**src/rtl/pipe_stage_skid.sv**
```systemverilog
//------------------------------------------------------------------------------
// Module      : pipe_stage_skid
// Description : Parametrised inter-stage pipeline register with valid/allow-in
//               handshake, flush-to-NOP, optional 2-entry skid buffer and
//               saturating stall/bubble performance counters.
// Revision    : 1.0 - initial release
//------------------------------------------------------------------------------
`default_nettype none

module pipe_stage_skid #(
  parameter int                 DATA_W    = 256,
  parameter logic [DATA_W-1:0]  NOP_VALUE = {DATA_W{1'b0}},
  parameter bit                 SKID_EN   = 1'b1,
  parameter int                 CNT_W     = 32
) (
  input  logic              clk_i,
  input  logic              rst,
  input  logic              in_valid_i,
  input  logic [DATA_W-1:0] in_data_i,
  output logic              allow_in_o,
  input  logic              flush_i,
  output logic              out_valid_o,
  output logic [DATA_W-1:0] out_data_o,
  input  logic              next_allow_in_i,
  output logic [1:0]        occupancy_o,
  output logic [CNT_W-1:0]  stall_cnt_o,
  output logic [CNT_W-1:0]  bubble_cnt_o
);

  typedef enum logic [1:0] {
    EMPTY = 2'd0,
    ONE   = 2'd1,
    FULL  = 2'd2
  } state_e;

  localparam logic [CNT_W-1:0] c_cnt_max = {CNT_W{1'b1}};

  state_e            state_q, state_d;
  logic [DATA_W-1:0] main_q, main_d;
  logic [DATA_W-1:0] skid_q;
  logic              w_push;
  logic              w_pop;
  logic [CNT_W-1:0]  stall_q;
  logic [CNT_W-1:0]  bubble_q;

  assign out_valid_o  = (state_q != EMPTY);
  assign out_data_o   = main_q;
  assign occupancy_o  = state_q;
  assign w_push       = in_valid_i & allow_in_o;
  assign w_pop        = out_valid_o & next_allow_in_i;
  assign stall_cnt_o  = stall_q;
  assign bubble_cnt_o = bubble_q;

  always_comb begin
    state_d = state_q;
    main_d  = main_q;
    if (flush_i) begin
      state_d = EMPTY;
      main_d  = NOP_VALUE;
    end else begin
      case (state_q)
        EMPTY: begin
          if (w_push) begin
            main_d  = in_data_i;
            state_d = ONE;
          end
        end
        ONE: begin
          if (w_push && w_pop) begin
            main_d = in_data_i;
          end else if (w_push) begin
            state_d = FULL;
          end else if (w_pop) begin
            main_d  = NOP_VALUE;
            state_d = EMPTY;
          end
        end
        FULL: begin
          if (w_pop) begin
            main_d  = skid_q;
            state_d = ONE;
          end
        end
        default: begin
          main_d  = NOP_VALUE;
          state_d = EMPTY;
        end
      endcase
    end
  end

  always_ff @(posedge clk_i) begin
    if (rst) begin
      state_q <= EMPTY;
      main_q  <= NOP_VALUE;
    end else begin
      state_q <= state_d;
      main_q  <= main_d;
    end
  end

  generate
    if (SKID_EN) begin : g_skid
      // Allow-in comes from registered state only, cutting the backpressure path.
      assign allow_in_o = (state_q != FULL);

      always_ff @(posedge clk_i) begin
        if (rst || flush_i) begin
          skid_q <= NOP_VALUE;
        end else if (state_q == ONE && w_push && !w_pop) begin
          skid_q <= in_data_i;
        end else if (state_q == FULL && w_pop) begin
          skid_q <= NOP_VALUE;
        end
      end
    end else begin : g_noskid
      assign allow_in_o = (state_q == EMPTY) | next_allow_in_i;
      assign skid_q     = NOP_VALUE;
    end
  endgenerate

  // Counters see pre-edge handshake values and keep counting through a flush.
  always_ff @(posedge clk_i) begin
    if (rst) begin
      stall_q  <= '0;
      bubble_q <= '0;
    end else begin
      if (out_valid_o && !next_allow_in_i && stall_q != c_cnt_max) begin
        stall_q <= stall_q + CNT_W'(1);
      end
      if (!out_valid_o && next_allow_in_i && bubble_q != c_cnt_max) begin
        bubble_q <= bubble_q + CNT_W'(1);
      end
    end
  end

endmodule

`default_nettype wire
```
**config.mk**
```make
export PLATFORM = sky130hd
export DESIGN_NAME = pipe_stage_skid
export DESIGN_NICKNAME = d
export VERILOG_FILES = /design/src/rtl/pipe_stage_skid.sv
export SDC_FILE = /design/constraint.sdc
export NUM_CORES = 1
export LEC_CHECK = 0
export ABC_AREA = 1
export CAP_MARGIN = 10
export CELL_PAD_IN_SITES_DETAIL_PLACEMENT = 0
export CELL_PAD_IN_SITES_GLOBAL_PLACEMENT = 1
export CORE_ASPECT_RATIO = 1.4
export CORE_MARGIN = 3
export CORE_UTILIZATION = 30
export DETAILED_ROUTE_END_ITERATION = 10
export PLACE_DENSITY = 0.75
export SYNTH_ARGS = -nofsm -noshare
export SYNTH_HDL_FRONTEND = slang
export SYNTH_SLANG_ARGS = --single-unit
```
**constraint.sdc**
```tcl
create_clock -name clk_i -period 2.3 [get_ports clk_i]
set_clock_uncertainty 0.15 [all_clocks]
set_input_delay 0.345 -clock clk_i [delete_from_list [all_inputs] [get_ports clk_i]]
set_output_delay 0.345 -clock clk_i [all_outputs]
set_load 0.02 [all_outputs]
```
# Word level (Yosys, flattened, before mapping)
# Index checks and enable logic that the tools add are counted.
# totals
reg_bits,578
input_bits,261
out_inout_bits,324
elab_cells,52
# classes
add_sub_neg,2
eq_ne,11
muxes,14
bitwise_logic,2
reduce_logical,18
# ops
operator,n
two-way mux 256 bit,7
one-hot mux 256 bit (3 select lines),1
adder 32 x 1 -> 32 bit (second input constant),2
inequality test 32 bit (second input constant),2
two-way mux 2 bit,5
inequality test 3 bit (second input constant),3
logical AND 1 bit,8
inequality test 2 bit (second input constant),4
AND reduction 4 bit,2
one-hot mux 2 bit (3 select lines),1
nonzero test 2 bit,2
logical NOT 1 bit,3
bitwise AND 1 bit,2
== test 2 x 1 -> 1 bit (second input constant),1
== test 2 bit (second input constant),1
logical NOT 2 bit,1
OR reduction 2 bit,1
logical OR 1 bit,1

# Longest topological paths before layout
# Gate-level depths: netlist of run 1.
# depth
ltp_word,6
ltp_mapped,11
ltp_nobuf,10

# Least setup slack after synthesis of run 1
# OpenSTA, ideal clock, no wires.
# synth_path
kind,reg-to-reg
startpoint,register stall_q[0] (netlist: stall_cnt_o[0])
endpoint,register stall_q[19] (netlist: stall_cnt_o[19])
setup_time_ns,0.142
t_arrival_ns,1.711
t_required_ns,2.008
slack_ns,0.297
path_stages_with_launch,12
n_path_buf,1
period_less_slack_ns,2.003
path_cell_list,dfxtp_1 -> ha_1 -> inv_1 -> nor2_4 -> nand2_2 -> nor2_4 -> nand2_4 -> nand2_4 -> inv_2 -> buf_2 -> nand2_1 -> a21oi_2
# synth_between
elab_chain_len,2
word_cells_on_any_way,3
cone_classes,add/sub: 1; eq/ne: 1; reduce/logical: 1
# synth_lines
element,line_no,text
start: declaration,43,logic [CNT_W-1:0] stall_q;
start signal: assignment,129,stall_q <= stall_q + CNT_W'(1);
"parallel branches: the longest is 2 deep, another holds adder 32 x 1 -> 32 bit",n/a,
# Parallel ways; which one is timed is not known.
# A chain may end at the register's enable or synchronous reset.

# Worst setup path after layout of run 1
# layout_path
startpoint,register bubble_q[22] (netlist: bubble_cnt_o[22])
endpoint,output bubble_cnt_o[22]
# layout_rtl
element,line_no,text
start: declaration,44,logic [CNT_W-1:0] bubble_q;
start signal: assignment,132,bubble_q <= bubble_q + CNT_W'(1);
end: declaration,27,output logic [CNT_W-1:0] bubble_cnt_o
# No word-level cell between the ends.

==> summary.txt, run 1 <==
Clocking
  – Clock Path Buffers: 3
  – Clk pin slew, worst setup/hold paths: 60 ps
  – Clock Sinks: 578
  – Hold bufs inserted after CTS: 0
  – Setup Buffers After CTS: 0
  – CTS tree: yes
  – CTS H-Tree Depth: 3
  – TritonCTS buffer count: 66
  – Worst-skew pair later-pin latency: 620 ps
  – Root buffer cell: clkbuf_16

Logic synthesis
  – Simple-gate portion of the synthesized area: 0.296
  – Mapped Cells: 3,789
  – Ys async rst share: 0
  – Largest family of logic cells by synthesized area: simple AND/OR/NAND/NOR gates
  – Synth cell types: 33
  – Number of synthesized register bits: 578
  – Sequential area share after synthesis: 0.438
  – EDFF count, synth: 0
  – Mux contribution to synthesized area: 0
  – Top FF cell, synth: dfxtp_1
  – Count leader, synth: nand2_1
  – Post-synth top area share: 0.438
  – Synthesized cell area: 0.0264 mm2
  – YS warnings: 0
  – Syn nets: 4,052
  – Post-Synth Adder-Cell Area: 0.000948
  – Synth Area in Compound Gates: 0.162
  – Post-synth top area cell: dfxtp_1
  – Synth Area in XOR/XNOR: 0.00962
  – Largest cells by area after synthesis: dfxtp_1 44%, nand2_1 15%, a21oi_1 10%
  – Post-synth top cells: 1,038 x nand2_1, 578 x dfxtp_1, 531 x a21oi_1, 315 x inv_1, 286 x nand3_1
  – Avg Inst Size Synth: 6.96 um2

Cells and area
  – Fin cells: 5,552
  – Fillers: 9,072
  – Multi-input combinational cell area: 0.0124 mm2
  – Final core occ: 0.421
  – Share of cells above drive strength 1: 0.0797
  – Sequential cell area: 0.0116 mm2
  – Area growth, synth to finish: 38.9%
  – Fin nets: 4,585

Flow run
  – Maxcap violations: 0

Pwr
  – Leakage: 12.6 nW
  – Power Dens Cells: 652 mW/mm2
  – VDD IR max: 557 uV
  – Overall power: 0.0239 W

Routing
  – DR vias: 26,400
  – Pre-Repair DR Iteration Count: 5
  – Final ANT Viol Nets: 0
  – Avg WL per Cell: 17.8 um
  – Top routing layer in use: met5
  – Final wirelength: 98,600 um
  – Routed length on met3: 5370 um
  – Initial DRC count: 1,540
  – Met2 WL: 48,800 um
  – Vias per Instance: 4.75
  – DRC: 0
  – DRT met1 WL: 41,700 um

Floorplan
  – Die Height: 357 um
  – Die Width: 257 um
  – # IOs: 585
  – Initial Utilization: 0.303
  – Die ar.: 0.0916 mm2
  – Core Region: 0.0871 mm2
  – Row count: 128

Placement
  – HPWL Detailed: 68,800 um
  – Pre-CTS setup slack: -43.6 ps
  – Placed insts: 5,424
  – Gpl congestion: 0.859
  – Input/output buffers: 584

Critical path
  – WP data arrival: 1740 ps
  – Critical Path RT: 1800 ps
  – Startpoint Class: flop
  – CP Buf/Inv Count: 1
  – R2R setup slack: 250 ps
  – Crit path kind: flop to output pin
  – Critical R2R Launch: bubble_cnt_o[0]
  – Critical R2R Capture: bubble_cnt_o[30]
  – Worst path slowest cell: clkdlybuf4s50_1
  – Crit-path leading delay family: buffers and inverters
  – Worst r2r path cells: 11
  – Crit path max fanout: 5
  – Crit-path max cell delay: 690 ps
  – CP Cell Sequence: clkdlybuf4s50_1
  – Critical Path End Type: output pin

STA
  – Slew @ Worst Pin: 745 ps
  – Final hold vios: 0
  – Tcrit/Tclk final: 0.970
  – Max Slew Vio Count: 0
  – Setup violations, final: 0
  – Setup TNS: 0 ps
  – Setup WS post-layout: 68.4 ps
  – Crit path time final: 2230 ps
  – Unrepaired setup endpoints after global routing: false
  – Max_slew headroom: 0.503
  – Max Fclk: 0.448 GHz

Worst hold path
  – Hold Path Sink: occupancy_o[0]
  – Min-Delay Path Depth: 5
  – Min-delay src: rst
  – Class of the worst hold path: input port to flop

GRT
  – Total GRT Usage: 0.206
  – Initial antenna violation count: 22
  – Largest net degree at the start of global routing: 139
  – Vias in the first global route: 25,000
  – First-pass GRT wire length: 150,000 um
  – Remaining Overflow, GRT: 0

Run status
  – Status: finished, final reports clean
==> layer usage <==
metal,GRT usage,up-vias
li1,-,13200
met1,0.253,12400
met2,0.361,659
met3,0.0427,138
met4,0.0672,12
met5,0,-
==> cell usage in the layout, fill, tap and decap left out, types with 107 or more instances in the layout <==
cell	instances
or2_1	240
nand2_1	1037
clkdlybuf4s50_1	568
nand3_1	286
nor2_1	121
o21ai_0	157
inv_1	313
a21oi_1	531
o21ai_1	107
dfxtp_1	577
==> per-stage QoR <==
| step | instance area [um2] | hold WS [ps] |
|---|---|---|
| 6_report | 36700 | 93.8 |
| 5_1_grt | 36600 | 81.8 |
| 4_1_cts | 36600 | 39.8 |
| 3_5_place_dp | 34500 | 304 |
| 3_3_place_gp | 34500 | 301 |
| 2_1_floorplan | 26400 | 354 |
==> flip-flops by register name (all words and copies together), names as in the netlist <==
name          cells
bubble_cnt_o     32
out_data_o      256
skid_q          256
stall_cnt_o      32
occupancy_o       2
==> area by class of cell <==
type / count / area share
well taps: 1170 / 0.0399
flip-flops and latches: 578 / 0.316
clock inverters: 17 / 0.00693
clock buffers: 95 / 0.0510
repair buffers: 734 / 0.213
multi-input cells: 2622 / 0.339
diodes: 16 / 0.00109
inverters: 320 / 0.0336
==> kinds of logic after synthesis <==
family,Yosys count
AOI/OAI and AO/OA,829
xor gates and xnor gates,29
adders and majority gates,2
buffers and inverters,589
DFF,578
and+or+nand+nor,1762
==> power by group <==
| group | switching [W] | internal [W] |
|---|---|---|
| Sequential | 0.000139 | 0.0102 |
| Combinational | 0.00170 | 0.00130 |
| Clock | 0.00451 | 0.00606 |
==> worst max-delay path by stage <==
stage / end / slack, ps / cells past startpoint / start
finish: bubble_cnt_o[22] / 70 / 1 / bubble_cnt_o[22]
floorplan: stall_cnt_o[19] / 300 / 11 / stall_cnt_o[0]
global route: bubble_cnt_o[22] / 0.6 / 1 / bubble_cnt_o[22]
global placement: out_data_o[246] / -30 / 9 / in_valid_i
CTS: out_valid_o / -20 / 3 / occupancy_o[0]
detailed placement: out_data_o[226] / -40 / 9 / in_valid_i
==> repair_timing <==
action | CTS | global route
gates resized for setup | 12 | 7
endpoints found under the setup margin | 9 | 7
endpoints found under the hold margin | 0 | 0
gates cloned | 0 | 0
No activity file was read; power rests on OpenSTA's default activity.
==> run 2: changes to the inputs <==
--- a/config.mk
+++ b/config.mk
@@ -14,2 +14,3 @@
 export CORE_UTILIZATION = 30
+export CTS_BUF_LIST = sky130_fd_sc_hd__clkbuf_4 sky130_fd_sc_hd__clkbuf_8 sky130_fd_sc_hd__clkbuf_16
 export DETAILED_ROUTE_END_ITERATION = 10
--- a/constraint.sdc
+++ b/constraint.sdc
@@ -4,2 +4,2 @@
 set_output_delay 0.345 -clock clk_i [all_outputs]
-set_load 0.02 [all_outputs]
+set_load 0.05 [all_outputs]
==> run 2 against run 1 <==
  * Routed wire length grew 2.7%
  * Register-to-register slack got worse by 80 ps
  * Total power up 1.8%
  * Design area is 0.21% lower
  * Hold slack better by 52 ps
  * Largest cell class unchanged
  * Global-route usage up 0.57 points
==> summary.txt, run 2 (synthesis results as in run 1) <==
GRT
  – Initial antenna violation count: 24 (+9.1%)
  – First-pass GRT wire length: 154,000 um (+2.5%)
  – Total GRT Usage: 0.212 (+0.00567)
  – Remaining Overflow, GRT: 0 (unchanged)
  – Largest net degree at the start of global routing: 84 (-40%)
  – Vias in the first global route: 25,400 (+1.6%)

Clocking
  – Clk pin slew, worst setup/hold paths: 60 ps (about the same)
  – Worst-skew pair later-pin latency: 650 ps (+30 ps)
  – Root buffer cell: clkbuf_16
  – Clock Sinks: 578 (unchanged)
  – CTS H-Tree Depth: 2 (-1)
  – Clock Path Buffers: 3 (unchanged)
  – CTS tree: yes
  – TritonCTS buffer count: 61 (-7.6%)

Worst hold path
  – Class of the worst hold path: input port to flop

Placement
  – HPWL Detailed: 70,400 um (+2.3%)
  – Gpl congestion: 0.895 (+4.2%)
  – Area after DPL: 0.0346 mm2 (+0.46%)
  – Pre-CTS setup slack: -94.2 ps (-50.6 ps)
  – Input/output buffers: 584 (unchanged)
  – Placed insts: 5,447 (+0.42%)

Floorplan
  – Die Height: 357 um (unchanged)
  – Initial Utilization: 0.303 (unchanged)
  – Die ar.: 0.0916 mm2 (unchanged)
  – Die Width: 257 um (unchanged)
  – Core Region: 0.0871 mm2 (unchanged)
  – # IOs: 585 (unchanged)
  – Row count: 128 (unchanged)

Routing
  – Vias per Instance: 4.72 (-0.64%)
  – Final ANT Viol Nets: 0 (unchanged)
  – Pre-Repair DR Iteration Count: 5 (unchanged)
  – DRC: 0 (unchanged)
  – DR vias: 26,400 (-0.072%)
  – Final wirelength: 101,000 um (+2.7%)
  – Avg WL per Cell: 18.1 um (+2.1%)
  – Initial DRC count: 1,509 (-2.0%)

Flow run
  – Maxcap violations: 0 (unchanged)

Run status
  – Status: finished, final reports clean

STA
  – Crit path time final: 2210 ps (-17.9 ps)
  – Slew @ Worst Pin: 842 ps (+96.4 ps)
  – Max_slew headroom: 0.439 (-0.0643)
  – Unrepaired setup endpoints after global routing: false
  – Setup violations, final: 0 (unchanged)
  – Max Slew Vio Count: 0 (unchanged)
  – Tcrit/Tclk final: 0.962 (-0.00778)
  – Setup WS post-layout: 86.3 ps (+17.9 ps)
  – Final hold vios: 0 (unchanged)
  – Max Fclk: 0.452 GHz (+0.81%)

Critical path
  – Crit path max fanout: 6 (+1)
  – R2R setup slack: 170 ps (-80 ps)
  – Crit. Startpoint: stall_cnt_o[19]
  – CP Buf/Inv Count: 1 (unchanged)
  – Critical R2R Launch: occupancy_o[1]
  – Crit path kind: flop to output pin
  – Startpoint Class: flop
  – Critical Path End Type: output pin
  – Crit-path leading delay family: buffers and inverters
  – WP data arrival: 1720 ps (-20 ps)
  – Critical Path RT: 1800 ps (about the same)
  – CP Capture Point: stall_cnt_o[19]
  – Stages on worst setup path: 1 (unchanged)
  – Worst path slowest cell: clkdlybuf4s15_1
  – Critical R2R Capture: out_data_o[73]
  – CP Cell Sequence: clkdlybuf4s15_1
  – Worst r2r path cells: 10 (-1)
  – Crit-path max cell delay: 580 ps (-110 ps)

Pwr
  – VDD IR max: 551 uV (-1.1%)
  – Overall power: 0.0243 W (+1.8%)
  – Leakage: 14.1 nW (+12%)
  – Power Dens Cells: 666 mW/mm2 (+2.0%)

Cells and area
  – Multi-input combinational cell area: 0.0124 mm2 (unchanged)
  – Finished layout cell area: 0.0366 mm2 (-0.21%)
  – Sequential cell area: 0.0116 mm2 (about the same)
  – Fillers: 9,179 (+1.2%)
  – Most frequent cells in the layout: 1,037 x nand2_1, 578 x dfxtp_1, 531 x a21oi_1
  – Most common cell after layout, fill and taps aside: nand2_1
  – Fin cells: 5,584 (+0.58%)
  – Share of cells above drive strength 1: 0.0960 (+0.0163)
  – Area growth, synth to finish: 38.6%
  – Fin nets: 4,609 (+0.52%)
## run 2: changes by cell type in the layout (fill, tap and decap cells not counted), moves of 3 or more
| cell | previous run | this run |
|---|---|---|
| clkbuf_16 | 66 | 61 |
| dlygate4sd2_1 | 9 | 291 |
| buf_4 | 83 | 135 |
| buf_12 | 67 | 71 |
| clkinv_2 | 4 | 9 |
| diode_2 | 16 | 20 |
| dlymetal6s2s_1 | 6 | 1 |
| clkbuf_1 | 18 | 0 |
| bufinv_16 | 3 | 7 |
| clkbuf_4 | 0 | 11 |
| clkdlybuf4s50_1 | 568 | 259 |
| clkinv_4 | 0 | 3 |
## run 2: metrics by stage
| stage | hold WS (ps) | utilization | setup TNS, ps |
|---|---|---|---|
| final | 146 | 0.420 | 0 |
| after CTS | 83.0 | 0.419 | 0 |
| after global routing | 124 | 0.420 | 0 |
| after detailed placement | 304 | 0.398 | -8490 |
| after floorplan | 354 | - | 0 |
| after global placement | 299 | 0.398 | -3920 |
## run 2: routing by layer
metal	GRT usage	vias up	share of wire	routed length, um
met2	0.372	665	0.50	50100
met4	0.0747	14	0.029	2920
met1	0.249	12300	0.41	41300
li1	-	13200	-	-
met3	0.0556	153	0.067	6790
met5	0	-	0.00098	99
## run 2: worst min path at each step
stage | start | endpoint | slack, ps | cells after the start
after detailed placement | out_data_o[172] | out_data_o[172] | 300 | 2
after floorplan | skid_q[100] | skid_q[100] | 350 | 3
after global routing | in_data_i[39] | skid_q[39] | 120 | 3
after global placement | out_data_o[250] | out_data_o[250] | 300 | 2
after CTS | in_data_i[52] | skid_q[52] | 80 | 3
final | in_data_i[52] | skid_q[52] | 150 | 3
## run 2: final cells by class
cell class,count,share of cell area
sequential,578,0.316
antenna,20,0.00137
timing repair buffer,763,0.211
clock buffer,85,0.0489
inverter,320,0.0337
tap,1170,0.0400
clock inverter,26,0.00965
multi-input combinational,2622,0.339
## run 2: power by group
part	switching (W)	total, W	leakage (nW)	internal [W]
sequential	0.000126	0.0103	4.68	0.0102
combinational	0.00213	0.00340	8.33	0.00126
clock	0.00439	0.0106	1.07	0.00622
## run 2: repair_timing
item | in CTS | in global routing
gates cloned | 2 | 0
setup endpoints to repair | 293 | 2
gates resized for setup | 295 | 2
hold buffers | 1 | 0
hold endpoints to repair | 1 | 0
setup buffers | 3 | 0
==> run 3: changes to the inputs <==
- CTS_CLUSTER_DIAMETER: not set -> 200
- RECOVER_POWER: not set -> 100
- SLEW_MARGIN: not set -> 20
==> run 3 against run 2 <==
  * Non-clock buffer count did not move
  * Critical path type unchanged
  * Cell count barely moved
  * Routed wire length about the same
  * Sequential power hardly changed
  * Combinational power fell by 2%
  * Clock power barely moved
  * First-iteration DRC count fell by 4.2%
  * Register-to-register slack barely moved
  * Clock-buffer cell count stayed put
  * Utilization decreased by 0.39 points
  * Flip-flop and latch count is the same
  * Worst setup slack worse by 3.1 ps
==> summary.txt, run 3 (synthesis results as in run 1) <==
Floorplan
  – # IOs: 585 (unchanged)
  – Die Width: 257 um (unchanged)
  – Die Height: 357 um (unchanged)
  – Initial Utilization: 0.303 (unchanged)
  – Die ar.: 0.0916 mm2 (unchanged)
  – Core Region: 0.0871 mm2 (unchanged)
  – Row count: 128 (unchanged)

Clocking
  – Clk pin slew, worst setup/hold paths: 70 ps (about the same)
  – CTS tree: yes
  – Clock Sinks: 578 (unchanged)
  – Worst-skew pair later-pin latency: 650 ps (about the same)
  – CTS H-Tree Depth: 2 (unchanged)
  – Clock Path Buffers: 3 (unchanged)
  – TritonCTS buffer count: 61 (unchanged)
  – Root buffer cell: clkbuf_16

Pwr
  – Internal: 0.0177 W (-0.24%)
  – Leakage: 14.0 nW (-0.77%)
  – Clk pwr share: 0.437 (about the same)
  – Power Dens Cells: 670 mW/mm2 (+0.72%)
  – Seq pwr share: 0.426 (about the same)
  – Combinational power share: 0.138 (about the same)
  – Switching Share: 0.273 (about the same)
  – VDD IR max: 554 uV (+0.57%)
  – Sw power: 0.00664 W (-0.14%)

Worst hold path
  – Min-Delay Path Depth: 3 (unchanged)
  – Min-delay src: in_data_i[52]
  – Class of the worst hold path: input port to flop
  – Hold Path Sink: skid_q[52]

Routing
  – DRC: 0 (unchanged)
  – Vias per Instance: 4.73 (+0.24%)
  – Final ANT Viol Nets: 0 (unchanged)
  – Initial DRC count: 1,446 (-4.2%)
  – Avg WL per Cell: 18.1 um (about the same)
  – Pre-Repair DR Iteration Count: 5 (unchanged)
  – DR vias: 26,400 (+0.25%)
  – Final wirelength: 101,000 um (about the same)

Critical path
  – Critical Path End Type: output pin
  – Crit path max fanout: 6 (unchanged)
  – CP Buf/Inv Count: 1 (unchanged)
  – R2R setup slack: 160 ps (about the same)
  – Crit-path leading delay family: buffers and inverters
  – Startpoint Class: flop
  – Critical R2R Capture: bubble_cnt_o[19]
  – Critical Path RT: 1800 ps (about the same)
  – Stages on worst setup path: 1 (unchanged)
  – Crit path kind: flop to output pin
  – Critical R2R Launch: bubble_cnt_o[1]
  – WP data arrival: 1720 ps (about the same)
  – Worst path slowest cell: clkdlybuf4s15_1
  – CP Cell Sequence: clkdlybuf4s15_1
  – Crit-path max cell delay: 580 ps (about the same)
  – Worst r2r path cells: 11 (+1)

Cells and area
  – Fin nets: 4,609 (unchanged)
  – Most common cell after layout, fill and taps aside: nand2_1
  – Area growth, synth to finish: 37.3%
  – Share of cells above drive strength 1: 0.0906 (-0.00546)
  – Most frequent cells in the layout: 1,040 x nand2_1, 578 x dfxtp_1, 543 x a21oi_1

STA
  – Hold WS: 146 ps (+0.293 ps)
  – Setup WS post-layout: 83.2 ps (-3.07 ps)
  – Max Fclk: 0.451 GHz (-0.14%)
  – Unrepaired setup endpoints after global routing: false
  – Max Slew Vio Count: 0 (unchanged)
  – Final hold vios: 0 (unchanged)
  – Max_slew headroom: 0.482 (+0.0430)
  – Slew @ Worst Pin: 781 ps (-61.1 ps)
  – Crit path time final: 2220 ps (+3.07 ps)
  – Setup violations, final: 0 (unchanged)
  – Tcrit/Tclk final: 0.964 (+0.00133)

Run status
  – Status: finished, final reports clean

GRT
  – Remaining Overflow, GRT: 0 (unchanged)
  – First-pass GRT wire length: 154,000 um (unchanged)
  – Vias in the first global route: 25,400 (unchanged)
  – Largest net degree at the start of global routing: 84 (unchanged)
  – Initial antenna violation count: 24 (unchanged)
  – Total GRT Usage: 0.212 (unchanged)

Flow run
  – Maxcap violations: 0 (unchanged)

Placement
  – Input/output buffers: 584 (unchanged)
  – Gpl congestion: 0.895 (unchanged)
  – HPWL Detailed: 70,400 um (unchanged)
  – Pre-CTS setup slack: -94.2 ps (unchanged)
-- run 3: power by group through the flow --
stage	Clock [W]	Combinational (W)	Sequential, W
after floorplan	0	0.00120	0.0111
after global placement	0	0.00352	0.0106
after detailed placement	0	0.00352	0.0106
after CTS	0.0109	0.00343	0.0103
after global routing	0.0113	0.00361	0.0104
final	0.0106	0.00334	0.0103
-- run 3: metal layers --
layer | up-vias | wire [um] | global-route usage
met5 | - | 99 | 0
met4 | 14 | 2880 | 0.0747
met3 | 160 | 7020 | 0.0556
met1 | 12400 | 40800 | 0.249
met2 | 702 | 50400 | 0.372
li1 | 13200 | - | -
-- run 3: area by class of cell --
cell class              instances  area (um2)
multi-input cells            2622       12300
clock inverters                26         353
diodes                         21        52.6
repair buffers                763        7430
inverters                     320        1230
well taps                    1170        1460
flip-flops and latches        578       11600
fillers                      9247       50900
clock buffers                  85        1790
-- run 3: worst max path at each step --
stage / start / to
finish: stall_cnt_o[19] / stall_cnt_o[19]
global route: stall_cnt_o[0] / stall_cnt_o[0]
CTS: out_data_o[124] / out_data_o[124]
detailed placement: next_allow_in_i / out_data_o[202]
global placement: next_allow_in_i / occupancy_o[0]
floorplan: bubble_cnt_o[1] / bubble_cnt_o[15]
-- run 3: through the flow --
| stage | TNS (ps) | instances | power, W | area [um2] | utilization |
|---|---|---|---|---|---|
| floorplan | 0 | 3789 | 0.0123 | 26400 | - |
| global route | 0 | 5573 | 0.0253 | 36200 | 0.416 |
| detailed placement | -8490 | 5447 | 0.0141 | 34600 | 0.398 |
| finish | 0 | 5585 | 0.0243 | 36200 | 0.416 |
| CTS | 0 | 5564 | 0.0247 | 36500 | 0.419 |
| global placement | -3920 | 5447 | 0.0141 | 34600 | 0.398 |
-- run 3: timing repair --
| action | 4_1_cts | 5_1_grt |
|---|---|---|
| endpoints found under the setup margin | 293 | 2 |
| buffers inserted | 3 | 0 |
| gates resized for setup | 295 | 2 |
| hold buffers | 1 | 0 |
| cloned | 2 | 0 |
| hold endpoints to repair | 1 | 0 |
